### config.mk
export PLATFORM = sky130hd
export DESIGN_NAME = mips_mc_ctrl_flat
export DESIGN_NICKNAME = d
export VERILOG_FILES = /design/src/rtl/mips_mc_ctrl_pkg.sv /design/src/rtl/mips_mc_ctrl_if.sv /design/src/rtl/mips_mc_ctrl_alu_dec.sv /design/src/rtl/mips_mc_ctrl.sv /design/src/flat_wrapper.sv
export SDC_FILE = /design/constraint.sdc
export NUM_CORES = 1
export LEC_CHECK = 0
export BUFFER_PORTS_ARGS = -buffer_cell sky130_fd_sc_hd__buf_2
export CAP_MARGIN = 0
export CORE_MARGIN = 2
export CORE_UTILIZATION = 45
export CTS_CLUSTER_SIZE = 12
export DETAILED_ROUTE_END_ITERATION = 10
export PLACE_DENSITY_LB_ADDON = 0.3
export SLEW_MARGIN = 5
export SYNTH_ARGS = -nofsm -noshare
export SYNTH_HDL_FRONTEND = slang
export SYNTH_SLANG_ARGS = --single-unit
### constraint.sdc
create_clock -name clk -period 1.73 [get_ports clk]
set_input_delay 0.0865 -clock clk [delete_from_list [all_inputs] [get_ports clk]]
set_output_delay 0.0865 -clock clk [all_outputs]
set_load 0.05 [all_outputs]
### src/rtl/mips_mc_ctrl_pkg.sv
// Purpose: shared encodings for the multicycle MIPS control slice (states, opcodes, ALU selects, trap causes).
// Latency: n/a (declarations only).
// Backpressure: n/a.
// Ports: none; imported by mips_mc_ctrl_if, mips_alu_dec and mips_mc_ctrl.
package mips_ctrl_pkg;

  typedef enum logic [3:0] {
    S_FETCH  = 4'd0,
    S_DECODE = 4'd1,
    S_MEMADR = 4'd2,
    S_MEMRD  = 4'd3,
    S_MEMWB  = 4'd4,
    S_MEMWR  = 4'd5,
    S_EXEC   = 4'd6,
    S_ALUWB  = 4'd7,
    S_BRANCH = 4'd8,
    S_ADDIEX = 4'd9,
    S_ADDIWB = 4'd10,
    S_JUMP   = 4'd11,
    S_EXC    = 4'd12
  } state_t;

  localparam logic [5:0] OP_RTYPE = 6'b000000;
  localparam logic [5:0] OP_J     = 6'b000010;
  localparam logic [5:0] OP_BEQ   = 6'b000100;
  localparam logic [5:0] OP_ADDI  = 6'b001000;
  localparam logic [5:0] OP_LW    = 6'b100011;
  localparam logic [5:0] OP_SW    = 6'b101011;

  localparam logic [5:0] FN_ADD   = 6'b100000;
  localparam logic [5:0] FN_ADDU  = 6'b100001;
  localparam logic [5:0] FN_SUB   = 6'b100010;
  localparam logic [5:0] FN_SUBU  = 6'b100011;

  localparam logic [3:0] ALUSEL_ADD  = 4'b0010;
  localparam logic [3:0] ALUSEL_SUB  = 4'b0110;
  localparam logic [3:0] ALUSEL_ZERO = 4'b1111;

  localparam logic [1:0] EXC_NONE = 2'b00;
  localparam logic [1:0] EXC_OVF  = 2'b01;
  localparam logic [1:0] EXC_ILL  = 2'b10;

  localparam logic [1:0] SRCB_REGB  = 2'b00;
  localparam logic [1:0] SRCB_FOUR  = 2'b01;
  localparam logic [1:0] SRCB_IMM   = 2'b10;
  localparam logic [1:0] SRCB_IMMSH = 2'b11;

  localparam logic [1:0] PCSRC_ALU    = 2'b00;
  localparam logic [1:0] PCSRC_ALUOUT = 2'b01;
  localparam logic [1:0] PCSRC_JUMP   = 2'b10;
  localparam logic [1:0] PCSRC_VEC    = 2'b11;

  // Only the signed R-type forms may raise an overflow trap.
  function automatic logic fn_signed(input logic [5:0] f);
    return (f == FN_ADD) || (f == FN_SUB);
  endfunction

endpackage

### src/rtl/mips_mc_ctrl_if.sv
// Purpose: bundles IR fields, ALU flags and datapath controls between the control FSM and the datapath.
// Latency: n/a (wires only).
// Backpressure: none; the datapath follows the control outputs every cycle.
// Ports: master = control FSM (drives controls, reads op/funct/flags); slave = datapath (the reverse).
interface mips_mc_ctrl_if;
  import mips_ctrl_pkg::*;

  logic [5:0] op;
  logic [5:0] funct;
  logic       zero;
  logic       overflow;
  logic [3:0] alusel;
  logic       alusrca;
  logic [1:0] alusrcb;
  logic       iord;
  logic       memwrite;
  logic       irwrite;
  logic       regwrite;
  logic       regdst;
  logic       memtoreg;
  logic [1:0] pcsrc;
  logic       pcen;
  logic       exc;
  logic [1:0] exc_cause;
  logic [3:0] state_o;

  modport master (
    input  op, funct, zero, overflow,
    output alusel, alusrca, alusrcb, iord, memwrite, irwrite, regwrite,
           regdst, memtoreg, pcsrc, pcen, exc, exc_cause, state_o
  );

  modport slave (
    output op, funct, zero, overflow,
    input  alusel, alusrca, alusrcb, iord, memwrite, irwrite, regwrite,
           regdst, memtoreg, pcsrc, pcen, exc, exc_cause, state_o
  );

endinterface

### src/rtl/mips_mc_ctrl_alu_dec.sv
// Purpose: maps (state, funct) to the ALU select and flags an undecoded R-type funct.
// Latency: combinational.
// Backpressure: none.
// Ports: state/funct in; alusel (0010 add, 0110 sub, 1111 idle) and ill_funct out.
module mips_alu_dec
  import mips_ctrl_pkg::*;
(
  input  state_t     state,
  input  logic [5:0] funct,
  output logic [3:0] alusel,
  output logic       ill_funct
);

  logic [3:0] funct_sel;

  // ill_funct depends only on funct so the FSM can use it regardless of state.
  always_comb begin
    funct_sel = ALUSEL_ZERO;
    ill_funct = 1'b1;
    case (funct)
      FN_ADD, FN_ADDU: begin
        funct_sel = ALUSEL_ADD;
        ill_funct = 1'b0;
      end
      FN_SUB, FN_SUBU: begin
        funct_sel = ALUSEL_SUB;
        ill_funct = 1'b0;
      end
      default: ;
    endcase
  end

  always_comb begin
    alusel = ALUSEL_ZERO;
    case (state)
      S_FETCH, S_DECODE, S_MEMADR, S_ADDIEX: alusel = ALUSEL_ADD;
      S_BRANCH:                              alusel = ALUSEL_SUB;
      S_EXEC:                                alusel = funct_sel;
      default:                               alusel = ALUSEL_ZERO;
    endcase
  end

endmodule

### src/rtl/mips_mc_ctrl.sv
// Purpose: Moore main-control FSM of the multicycle MIPS core, one ALU operation per state, with overflow/illegal traps.
// Latency: lw 5, sw/R/addi 4, beq/j 3 cycles; traps 4 (R/addi) or 3 (illegal op) cycles, FETCH through last state.
// Backpressure: none; datapath must act on the controls every cycle. reset_n low forces all write enables and exc to 0.
// Ports: clk, reset_n (sync, active-low), bus (master modport: op/funct/zero/overflow in, datapath controls, exc, exc_cause, state_o out).
module mips_mc_ctrl
  import mips_ctrl_pkg::*;
#(
  parameter bit TRAP_OVF = 1'b1,
  parameter bit TRAP_ILL = 1'b1
) (
  input  logic            clk,
  input  logic            reset_n,
  mips_mc_ctrl_if.master  bus
);

  state_t     state_q, state_d;
  state_t     dec_state;
  logic [1:0] cause_q, cause_d;
  logic [3:0] alusel;
  logic       ill_funct;

  logic       alusrca, iord, memwrite, irwrite, regwrite, regdst, memtoreg, pcen, exc;
  logic [1:0] alusrcb, pcsrc;

  // During reset the outputs show FETCH values regardless of the register,
  // which lets an aborted instruction stop driving its controls immediately.
  assign dec_state = reset_n ? state_q : S_FETCH;

  mips_alu_dec u_alu_dec (
    .state     (dec_state),
    .funct     (bus.funct),
    .alusel    (alusel),
    .ill_funct (ill_funct)
  );

  always_ff @(posedge clk) begin
    if (!reset_n) begin
      state_q <= S_FETCH;
      cause_q <= EXC_NONE;
    end else begin
      state_q <= state_d;
      cause_q <= cause_d;
    end
  end

  // Next state; cause_d only changes on transitions into EXC.
  always_comb begin
    state_d = S_FETCH;
    cause_d = cause_q;
    case (state_q)
      S_FETCH:  state_d = S_DECODE;
      S_DECODE: begin
        case (bus.op)
          OP_LW, OP_SW: state_d = S_MEMADR;
          OP_RTYPE:     state_d = S_EXEC;
          OP_BEQ:       state_d = S_BRANCH;
          OP_ADDI:      state_d = S_ADDIEX;
          OP_J:         state_d = S_JUMP;
          default: begin
            if (TRAP_ILL) begin
              state_d = S_EXC;
              cause_d = EXC_ILL;
            end
          end
        endcase
      end
      S_MEMADR: state_d = (bus.op == OP_SW) ? S_MEMWR : S_MEMRD;
      S_MEMRD:  state_d = S_MEMWB;
      S_EXEC: begin
        // Illegal funct takes priority over a simultaneous overflow.
        if (ill_funct) begin
          if (TRAP_ILL) begin
            state_d = S_EXC;
            cause_d = EXC_ILL;
          end
        end else if (TRAP_OVF && bus.overflow && fn_signed(bus.funct)) begin
          state_d = S_EXC;
          cause_d = EXC_OVF;
        end else begin
          state_d = S_ALUWB;
        end
      end
      S_ADDIEX: begin
        if (TRAP_OVF && bus.overflow) begin
          state_d = S_EXC;
          cause_d = EXC_OVF;
        end else begin
          state_d = S_ADDIWB;
        end
      end
      default:  state_d = S_FETCH;
    endcase
  end

  // Moore output decode; the only input dependence is pcen = zero in BRANCH.
  always_comb begin
    alusrca  = 1'b0;
    alusrcb  = SRCB_REGB;
    iord     = 1'b0;
    memwrite = 1'b0;
    irwrite  = 1'b0;
    regwrite = 1'b0;
    regdst   = 1'b0;
    memtoreg = 1'b0;
    pcsrc    = PCSRC_ALU;
    pcen     = 1'b0;
    exc      = 1'b0;
    case (dec_state)
      S_FETCH: begin
        alusrcb = SRCB_FOUR;
        irwrite = 1'b1;
        pcen    = 1'b1;
      end
      S_DECODE: alusrcb = SRCB_IMMSH;
      S_MEMADR: begin
        alusrca = 1'b1;
        alusrcb = SRCB_IMM;
      end
      S_MEMRD:  iord = 1'b1;
      S_MEMWB: begin
        memtoreg = 1'b1;
        regwrite = 1'b1;
      end
      S_MEMWR: begin
        iord     = 1'b1;
        memwrite = 1'b1;
      end
      S_EXEC:   alusrca = 1'b1;
      S_ALUWB: begin
        regdst   = 1'b1;
        regwrite = 1'b1;
      end
      S_BRANCH: begin
        alusrca = 1'b1;
        pcsrc   = PCSRC_ALUOUT;
        pcen    = bus.zero;
      end
      S_ADDIEX: begin
        alusrca = 1'b1;
        alusrcb = SRCB_IMM;
      end
      S_ADDIWB: regwrite = 1'b1;
      S_JUMP: begin
        pcsrc = PCSRC_JUMP;
        pcen  = 1'b1;
      end
      S_EXC: begin
        exc   = 1'b1;
        pcsrc = PCSRC_VEC;
        pcen  = 1'b1;
      end
      default: ;
    endcase
    if (!reset_n) begin
      pcen     = 1'b0;
      irwrite  = 1'b0;
      regwrite = 1'b0;
      memwrite = 1'b0;
      exc      = 1'b0;
    end
  end

  assign bus.alusel    = alusel;
  assign bus.alusrca   = alusrca;
  assign bus.alusrcb   = alusrcb;
  assign bus.iord      = iord;
  assign bus.memwrite  = memwrite;
  assign bus.irwrite   = irwrite;
  assign bus.regwrite  = regwrite;
  assign bus.regdst    = regdst;
  assign bus.memtoreg  = memtoreg;
  assign bus.pcsrc     = pcsrc;
  assign bus.pcen      = pcen;
  assign bus.exc       = exc;
  assign bus.exc_cause = cause_q;
  assign bus.state_o   = state_q;

endmodule

### src/flat_wrapper.sv
// flat-port wrapper written by rule: the top's interface ports become plain ports
module mips_mc_ctrl_flat import mips_ctrl_pkg::*;
#(
  parameter bit TRAP_OVF = 1'b1,
  parameter bit TRAP_ILL = 1'b1
)
  (clk, reset_n, bus_op, bus_funct, bus_zero, bus_overflow, bus_alusel, bus_alusrca, bus_alusrcb, bus_iord, bus_memwrite, bus_irwrite, bus_regwrite, bus_regdst, bus_memtoreg, bus_pcsrc, bus_pcen, bus_exc, bus_exc_cause, bus_state_o);
  mips_mc_ctrl_if bus_i ();
  input  logic clk;
  input  logic reset_n;
  input wire logic [$bits(bus_i.op)-1:0] bus_op;
  input wire logic [$bits(bus_i.funct)-1:0] bus_funct;
  input wire logic [$bits(bus_i.zero)-1:0] bus_zero;
  input wire logic [$bits(bus_i.overflow)-1:0] bus_overflow;
  output wire logic [$bits(bus_i.alusel)-1:0] bus_alusel;
  output wire logic [$bits(bus_i.alusrca)-1:0] bus_alusrca;
  output wire logic [$bits(bus_i.alusrcb)-1:0] bus_alusrcb;
  output wire logic [$bits(bus_i.iord)-1:0] bus_iord;
  output wire logic [$bits(bus_i.memwrite)-1:0] bus_memwrite;
  output wire logic [$bits(bus_i.irwrite)-1:0] bus_irwrite;
  output wire logic [$bits(bus_i.regwrite)-1:0] bus_regwrite;
  output wire logic [$bits(bus_i.regdst)-1:0] bus_regdst;
  output wire logic [$bits(bus_i.memtoreg)-1:0] bus_memtoreg;
  output wire logic [$bits(bus_i.pcsrc)-1:0] bus_pcsrc;
  output wire logic [$bits(bus_i.pcen)-1:0] bus_pcen;
  output wire logic [$bits(bus_i.exc)-1:0] bus_exc;
  output wire logic [$bits(bus_i.exc_cause)-1:0] bus_exc_cause;
  output wire logic [$bits(bus_i.state_o)-1:0] bus_state_o;
  assign bus_i.op = bus_op;
  assign bus_i.funct = bus_funct;
  assign bus_i.zero = bus_zero;
  assign bus_i.overflow = bus_overflow;
  assign bus_alusel = bus_i.alusel;
  assign bus_alusrca = bus_i.alusrca;
  assign bus_alusrcb = bus_i.alusrcb;
  assign bus_iord = bus_i.iord;
  assign bus_memwrite = bus_i.memwrite;
  assign bus_irwrite = bus_i.irwrite;
  assign bus_regwrite = bus_i.regwrite;
  assign bus_regdst = bus_i.regdst;
  assign bus_memtoreg = bus_i.memtoreg;
  assign bus_pcsrc = bus_i.pcsrc;
  assign bus_pcen = bus_i.pcen;
  assign bus_exc = bus_i.exc;
  assign bus_exc_cause = bus_i.exc_cause;
  assign bus_state_o = bus_i.state_o;
  mips_mc_ctrl #(.TRAP_OVF(TRAP_OVF), .TRAP_ILL(TRAP_ILL)) u_core (.clk(clk), .reset_n(reset_n), .bus(bus_i));
endmodule
Word level (Yosys, flattened, before mapping)
Cells that the tools add are included.

Word-level logic and storage cells: 79. Output and inout port bits: 23. Bits of input ports: 16. Register bits: 6.

Equality and inequality tests: 29. Reduce and logical (&&, ||, !) cells: 18. Mux-type cells: 30.

Operator list (count): $eq 6x6->1 const B (6); $eq 4x4->1 const B (6); $pmux 4 s6 (1); $eq 4x3->1 const B (5); $pmux 4 s5 (1); $pmux 2 s3 (3); $eq 4x2->1 const B (4); $mux 1 (13); $mux 4 (3); $pmux 4 s3 (1); $reduce_or 4->1 (3); $reduce_or 2->1 (5); $eq 4x1->1 const B (2); $logic_not 4->1 (2); $mux 2 (4); $pmux 4 s2 (1); $eq 6x2->1 const B (1); $eq 6x3->1 const B (1); $eq 6x4->1 const B (1); $logic_not 6->1 (1); $mux 3 (2); $reduce_or 3->1 (2); $reduce_or 6->1 (1); $ne 2x2->1 const B (2); 6 further kinds (6).

Logic depth before layout (Yosys ltp)
Gate-level depths: netlist of run 1.

Word-level depth: 6. Gate-level depth with buffers: 6. Depth with buffers taken out: 4.

Cells and area by module
From an unflattened synthesis of run 1, not the netlist that was laid out.

Cell total of the unflattened synthesis: 117. Area, all modules: 849.6 sq um.

By module, submodules not included: mips_mc_ctrl (area each 774.5 sq um, sequential area each 120.1 sq um, times used 1, cells an instance 106); mips_alu_dec (area each 75.1 sq um, sequential area each 0.0 sq um, times used 1, cells an instance 11).

Worst setup path after synthesis of run 1
Ideal clock, no wire load.

Path type: reg2out. Start: reg u_core.state_q[3], in the netlist u_core.bus.state_o[3]. End: out bus_pcen. Arrival: 2.744 ns. Stages on the path, launching flop included: 4. Buffers on the path: 0. Slack: -1.101 ns. Cell sequence: dfxtp_1 > nand2_1 > nor3_1 > a311o_1.

Longest elaborated chain between the ends: 5.

Ends and longest elaborated chain: start: declaration (RTL line mips_mc_ctrl.sv:16) `state_t state_q, state_d;`; start signal: assignment (RTL line mips_mc_ctrl.sv:41) `state_q <= state_d;`; $mux 4 * (RTL line mips_mc_ctrl.sv:27) `assign dec_state = reset_n ? state_q : S_FETCH;`; $eq 4x4->1 or $logic_not 4->1 (tied branches) (RTL line mips_mc_ctrl.sv:108) `case (dec_state)`; $reduce_or 3->1 (no source line); $pmux 1 s2 * (RTL line mips_mc_ctrl.sv:108); $mux 1 * (RTL line mips_mc_ctrl.sv:154) `if (!reset_n) begin`; end: declaration (RTL line flat_wrapper.sv:25) `output wire logic [$bits(bus_i.pcen)-1:0] bus_pcen;`.

Every way passes the cells marked *; elsewhere a longest branch is shown, timed or not.

Worst setup path in the final report of run 1
Start: reg u_core.state_q[2], in the netlist u_core.bus.state_o[2]. End: out bus_pcen.

Same word-level chain as after synthesis.

==> results of run 1 <==
## cell families (layout without fill, tap and decap cells)
family | count (synthesis) | in the layout | share of synthesized area
simple gates | 53 | 53 | 0.417
compound gates | 33 | 33 | 0.300
buf+inv | 14 | 53 | 0.0916
flops | 6 | 6 | 0.152
xor+xnor | 2 | 2 | 0.0221
other cells | 1 | 1 | 0.00473
mux | 1 | 1 | 0.0126
## metrics by stage
| stage | setup slack [ps] | hold slack (ps) |
|---|---|---|
| after global routing | 0.590 | 158 |
| final | 48.5 | 139 |
| after CTS | 10.7 | 150 |
| after floorplan | -99.9 | 251 |
| after global placement | 235 | 389 |
| after detailed placement | 150 | 402 |
## repair_timing
action                                  in CTS  in global routing
endpoints found under the setup margin       5                  6
cloned                                       0                  0
resized for setup                            5                  7
pin swaps                                    0                  0
buffers inserted                             0                  3
## metal layers
| layer | global-route usage | up-vias | routed length [um] |
|---|---|---|---|
| li1 | - | 495 | - |
| met1 | 0.310 | 466 | 1010 |
| met2 | 0.378 | 46 | 1140 |
| met3 | 0.0198 | 7 | 147 |
| met4 | 0.120 | 0 | 50 |
| met5 | 0 | - | 0 |
## power by group
group          internal (mW)  switching, mW  leakage [nW]  total (mW)
Combinational          0.348          0.767         0.421        1.11
Sequential             0.200          0.144        0.0520       0.344
Clock                 0.0791         0.0594        0.0138       0.138
Total                  0.627          0.970         0.487        1.60
## worst register-to-register path: stages (launching register included)
cell and delay (ps):
dfxtp_4 460, nor4b_2 370, o311ai_1 230, o211a_1 170, o211a_1 210
## path summary, 6_finish.rpt
path         slack, ps                     from  depth (start not counted)                 endpoint
max reg2reg        180    u_core.bus.state_o[0]                          4  u_core.bus.exc_cause[0]
min reg2reg        460  u_core.bus.exc_cause[1]                          2  u_core.bus.exc_cause[1]
min                140                bus_op[4]                          3    u_core.bus.state_o[2]
max                 50    u_core.bus.state_o[2]                          4                 bus_pcen
## state kept, by name, indices dropped and copies added, names as in the netlist
signal,cells
u_core.bus.state_o,4
u_core.bus.exc_cause,2
## cell usage in the layout (no fill, tap or decap), types with 2 or more instances in the layout
master,synthesis,routed
buf_2,4,35
nand3_1,3,3
a31oi_1,4,4
o21a_1,2,2
o22ai_1,2,2
inv_1,5,3
o211ai_1,2,2
nor2_1,12,6
buf_4,4,9
nor2b_1,4,4
nand2_1,10,9
o211a_1,2,2
clkbuf_4,0,4
dfxtp_1,6,2
a21oi_1,4,3
nor3_1,7,3
nor2_2,0,5
dfxtp_4,0,4
nor3_4,0,4
a22oi_1,2,2
o21ai_0,4,3
nand2b_1,3,3
## cell type report
| type | count | area share |
|---|---|---|
| multi-input combinational | 90 | 0.613 |
| inverter | 5 | 0.0193 |
| sequential | 6 | 0.116 |
| tap | 17 | 0.0182 |
| clock buffer | 3 | 0.0193 |
| timing repair buffer | 45 | 0.214 |
==> impl_metrics.csv, run 1 <==
group,metric,value,unit
final_layout,regArea,135,sq um
clocking,cts-root-buf,"clkbuf_4",
place,placed_cells,160,
sta,min_period_over_period,0.972,
clocking,clkSlewWorstSetupHoldPaths,50,ps
place,dpl-instance-area,0.00108,sq mm
global_route,first_global_vias,817,
synth,seq_area_frac_synth,0.152,
final_layout,nets,167,
worst_setup_path,crit_family,"flip-flops",
run,cap_violations,0,
global_route,antenna_found_initial,0,
drt,viasPerCell,6.11,
pwr,total_power,1.60,mW
worst_setup_path,critPathRequiredTime,1640,ps
synth,ys_types,46,
floorplan,die_area,0.00211,sq mm
worst_setup_path,arrival,1590,ps
synth,synth-async-reset-ratio,0,
final_layout,fin_area,0.00117,sq mm
clocking,worstSkewPairLatency,250,ps
synth,synth.most_common_cell,"nor2_1",
clocking,cts_made_buffers,3,
worst_setup_path,cp_max_fo,8,
final_layout,instances_no_fill,166,
drt,wire_per_inst,14.1,um
sta,hold_violations,0,
pwr,p_per_area,1370,mW/mm^2
final_layout,n_antenna_cell,0,
final_layout,fillers,143,
drt,drc_errors,0,
sta,finalSetupViolations,0,
worst_hold_path,hold_path.class,"in2reg",
drt,drt-total-wl,2350,um
sta,fin_crit,1680,ps
drt,dr.pass1.iters,4,
clocking,hold_buffers,0,
sta,fin_skew,4.40,ps
place,dp_hpwl,1810,um
drt,antenna_left,0,
final_layout,syn_to_final_growth,47.4,%
floorplan,core,0.00169,sq mm
floorplan,rows,15,
synth,synth_top_area_share,0.152,
global_route,grt_max_degree,18,
floorplan,die_w,46.0,um
worst_setup_path,path_class,"reg2out",
drt,vias,1014,
place,io_buffers,37,
final_layout,fin_util,0.691,
worst_setup_path,end_kind,"primary output",
pwr,worst_ir_drop_vdd,0.000893,V
synth,synth.area.top_cells,"dfxtp_1 15%, nor2_1 5.7%, nand2_1 4.7%",
synth,syn_nets,126,
final_layout,multi_input_area,716,sq um
sta,setup-tns-final,0,ps
final_layout,drive_gt1_frac,0.530,
synth,synth-seq-cells,6,
pwr,leakagePower,0.487,nW
synth,yosysTopAreaCell,"dfxtp_1",
synth,synth-edff-count,0,
synth,syn_avg_cell_area,7.20,sq um
clocking,h-tree-depth,1,
global_route,grt-ovfl-total,0,
drt,drt_iter0_drc,9,
worst_setup_path,critPathMaxStageDelay,400,ps
synth,yosysWarnings,0,
place,routabilityCongestion,0.881,
worst_setup_path,critPathBufInv,2,
synth,synth_common_cells,"12 x nor2_1, 10 x nand2_1, 7 x nor3_1, 6 x dfxtp_1, 5 x inv_1",
status,status,"completed",
clocking,clkSinkCount,6,
floorplan,pin_count,39,
sta,drv_slew,0,
floorplan,initial_core_util,0.469,
sta,rsz0062_at_grt,"no",
clocking,cts_tree,"done",
global_route,grt_pass1_wl,3630,um
global_route,grt.total_usage,0.236,
worst_setup_path,path_cells,"clkinvlp_4 > and4_1 > a311o_2 > buf_2",
synth,synth_ff_type,"dfxtp_1",
floorplan,die_y,46.0,um
clocking,clockBufferDepth,2,
synth,synth_area,792,sq um
worst_setup_path,worstSetupStartpointType,"register",
synth,synthCells,110,
sta,fmax,595,MHz
worst_setup_path,slowest_stage,"dfxtp_4",
No activity file was read; power rests on OpenSTA's default activity.
==> inputs of run 2 (changes only) <==
- SETUP_SLACK_MARGIN: unset -> 0.15
- clock period: 1.73 -> 1.7 ns (I/O delays scaled with it)
==> run 2 against run 1 <==
  * Register-to-register slack worse by 70 ps
  * Combinational power up 57%
  * Routed wire length rose by 65%
  * Sequential power down 18%
  * Cell area grew 28%
  * Clock power is 12% higher
  * Worst hold slack worse by 9.3 ps
  * First-iteration DRC count grew to 5.6 times the previous value
  * Sequential share of layout area shrank 2.5 points
  * Via count is 20% higher
==> impl_metrics.csv, run 2 (synthesis gave the netlist of run 1 again) <==
group,metric,value,unit
worst_setup_path,crit_start,"u_core.bus.state_o[2]",
floorplan,die_w,46.0,um
worst_setup_path,end_kind,"primary output",
floorplan,initial_core_util,0.469,
final_layout,syn_to_final_growth,88.6,%
sta,finalSetupViolations,0,
global_route,grt.total_usage,0.286,
pwr,clkPwrFrac,0.071,
global_route,grt-ovfl-total,0,
floorplan,die_y,46.0,um
place,dp_hpwl,1750,um
worst_setup_path,worstSetupStartpointType,"register",
worst_hold_path,whs_path_depth,3,
sta,fin_skew,13.4,ps
final_layout,final_cell_mix,"29 x buf_4, 25 x buf_2, 11 x buf_6, 8 x nand2_1, 5 x nor2_2",
drt,drc_errors,0,
worst_setup_path,rrSetupSlack,110,ps
clocking,hold_buffers,0,
clocking,clkSlewWorstSetupHoldPaths,50,ps
pwr,power.switching,1.23,mW
pwr,leakagePower,0.623,nW
global_route,first_global_vias,974,
final_layout,fin_area,0.00149,sq mm
worst_setup_path,critPathRequiredTime,1620,ps
final_layout,nets,187,
sta,drv_slew,0,
final_layout,largest_reg_flops,4,
place,place_ws,112,ps
drt,vias,1214,
worst_setup_path,cp_max_fo,6,
drt,dr.pass1.iters,4,
status,status,"completed",
pwr,combPwrFrac,0.798,
clocking,cts_tree,"done",
sta,hold_violations,0,
clocking,clockBufferDepth,2,
global_route,grt_max_degree,12,
floorplan,rows,15,
place,routabilityCongestion,0.871,
pwr,worst_ir_drop_vdd,0.000944,V
worst_hold_path,worstHoldEndpoint,"u_core.bus.state_o[2]",
clocking,clkSinkCount,6,
worst_hold_path,hold_path.class,"in2reg",
floorplan,pin_count,39,
pwr,seqPwrFrac,0.130,
place,io_buffers,37,
drt,drt_iter0_drc,50,
drt,wire_per_inst,20.7,um
place,dpl-instance-area,0.00111,sq mm
sta,min_period_over_period,0.949,
clocking,cts_made_buffers,3,
sta,fmax,620,MHz
clocking,h-tree-depth,1,
global_route,antenna_found_initial,0,
floorplan,core,0.00169,sq mm
clocking,worstSkewPairLatency,260,ps
worst_setup_path,r2r-start,"u_core.bus.state_o[1]",
worst_setup_path,arrival,1530,ps
drt,viasPerCell,6.49,
drt,antenna_left,0,
drt,drt-total-wl,3870,um
floorplan,die_area,0.00211,sq mm
sta,rsz0062_at_grt,"yes",
pwr,p_per_area,1460,mW/mm^2
final_layout,n_antenna_cell,0,
run,cap_violations,0,
global_route,grt_pass1_wl,4350,um
final_layout,drive_gt1_frac,0.659,
final_layout,final_common_cell,"buf_4",
clocking,cts-root-buf,"clkbuf_4",
worst_setup_path,reg2reg_depth,5,
worst_hold_path,hold_start,"bus_op[4]",
sta,fin_ws,86.1,ps
pwr,switching_share,0.563,
pwr,p_int,0.950,mW
worst_setup_path,path_class,"reg2out",
sta,fin_crit,1610,ps
worst_setup_path,reg2reg_to,"u_core.bus.state_o[2]",
sta,setup-tns-final,0,ps
-- run 2: cell types whose count changed in the layout (fill, tap and decap cells not counted), moves of 2 or more --
cell	change
buf_2	-10
buf_4	+20
buf_6	+11
nor2_1	-2
nor2_4	+2
nor2b_1	-2
-- run 2: critical path, cell delays in order, from the launching register on --
cell and delay, ps:
dfxtp_4 400, clkinvlp_4 170, nor2_4 170, a31oi_2 140, o31ai_4 200, buf_6 190
-- run 2: how the worst max path moves through the flow --
stage,slack (ps),to
finish,90,bus_alusel[2]
global route,30,bus_alusel[2]
CTS,120,bus_pcen
detailed placement,110,bus_alusel[2]
global placement,140,u_core.bus.exc_cause[0]
floorplan,7,bus_pcen
-- run 2: stage by stage --
| step | std cells | hold WS, ps | util | power (mW) |
|---|---|---|---|---|
| finish | 187 | 130 | 0.884 | 2.17 |
| detailed placement | 157 | 387 | 0.658 | 1.44 |
| floorplan | 110 | 248 | - | 1.29 |
| global route | 187 | 168 | 0.884 | 2.25 |
| global placement | 157 | 401 | 0.658 | 1.42 |
| CTS | 180 | 143 | 0.792 | 1.86 |
-- run 2: power by group through the flow --
stage / logic [mW] / clock network (mW) / registers, mW
final: 1.74 / 0.155 / 0.283
after CTS: 1.43 / 0.152 / 0.277
after global routing: 1.79 / 0.163 / 0.291
after detailed placement: 1.04 / 0 / 0.406
after floorplan: 0.881 / 0 / 0.411
after global placement: 1.03 / 0 / 0.399
-- run 2: area by class of cell --
| type | count | area (sq um) |
|---|---|---|
| multi-input combinational | 90 | 820 |
| timing repair buffer | 65 | 467 |
| clock buffer | 4 | 26.3 |
| inverter | 5 | 25.0 |
| fill | 80 | 195 |
| sequential | 6 | 135 |
| tap | 17 | 21.3 |
-- run 2: timing repair --
item                       in CTS  in global routing
pin swaps                       6                 11
setup buffers                  19                  7
gates resized for setup        17                 31
setup endpoints to repair      14                 15
hold endpoints to repair        0                  0
-- run 2: per-layer routing --
layer | share of wire | wire length, um | global-route usage | up-vias
met2 | 0.50 | 1950 | 0.492 | 94
met5 | 0 | 0 | 0 | -
met4 | 0.058 | 223 | 0.166 | 0
met3 | 0.080 | 309 | 0.0397 | 28
li1 | - | - | - | 530
met1 | 0.36 | 1380 | 0.332 | 562
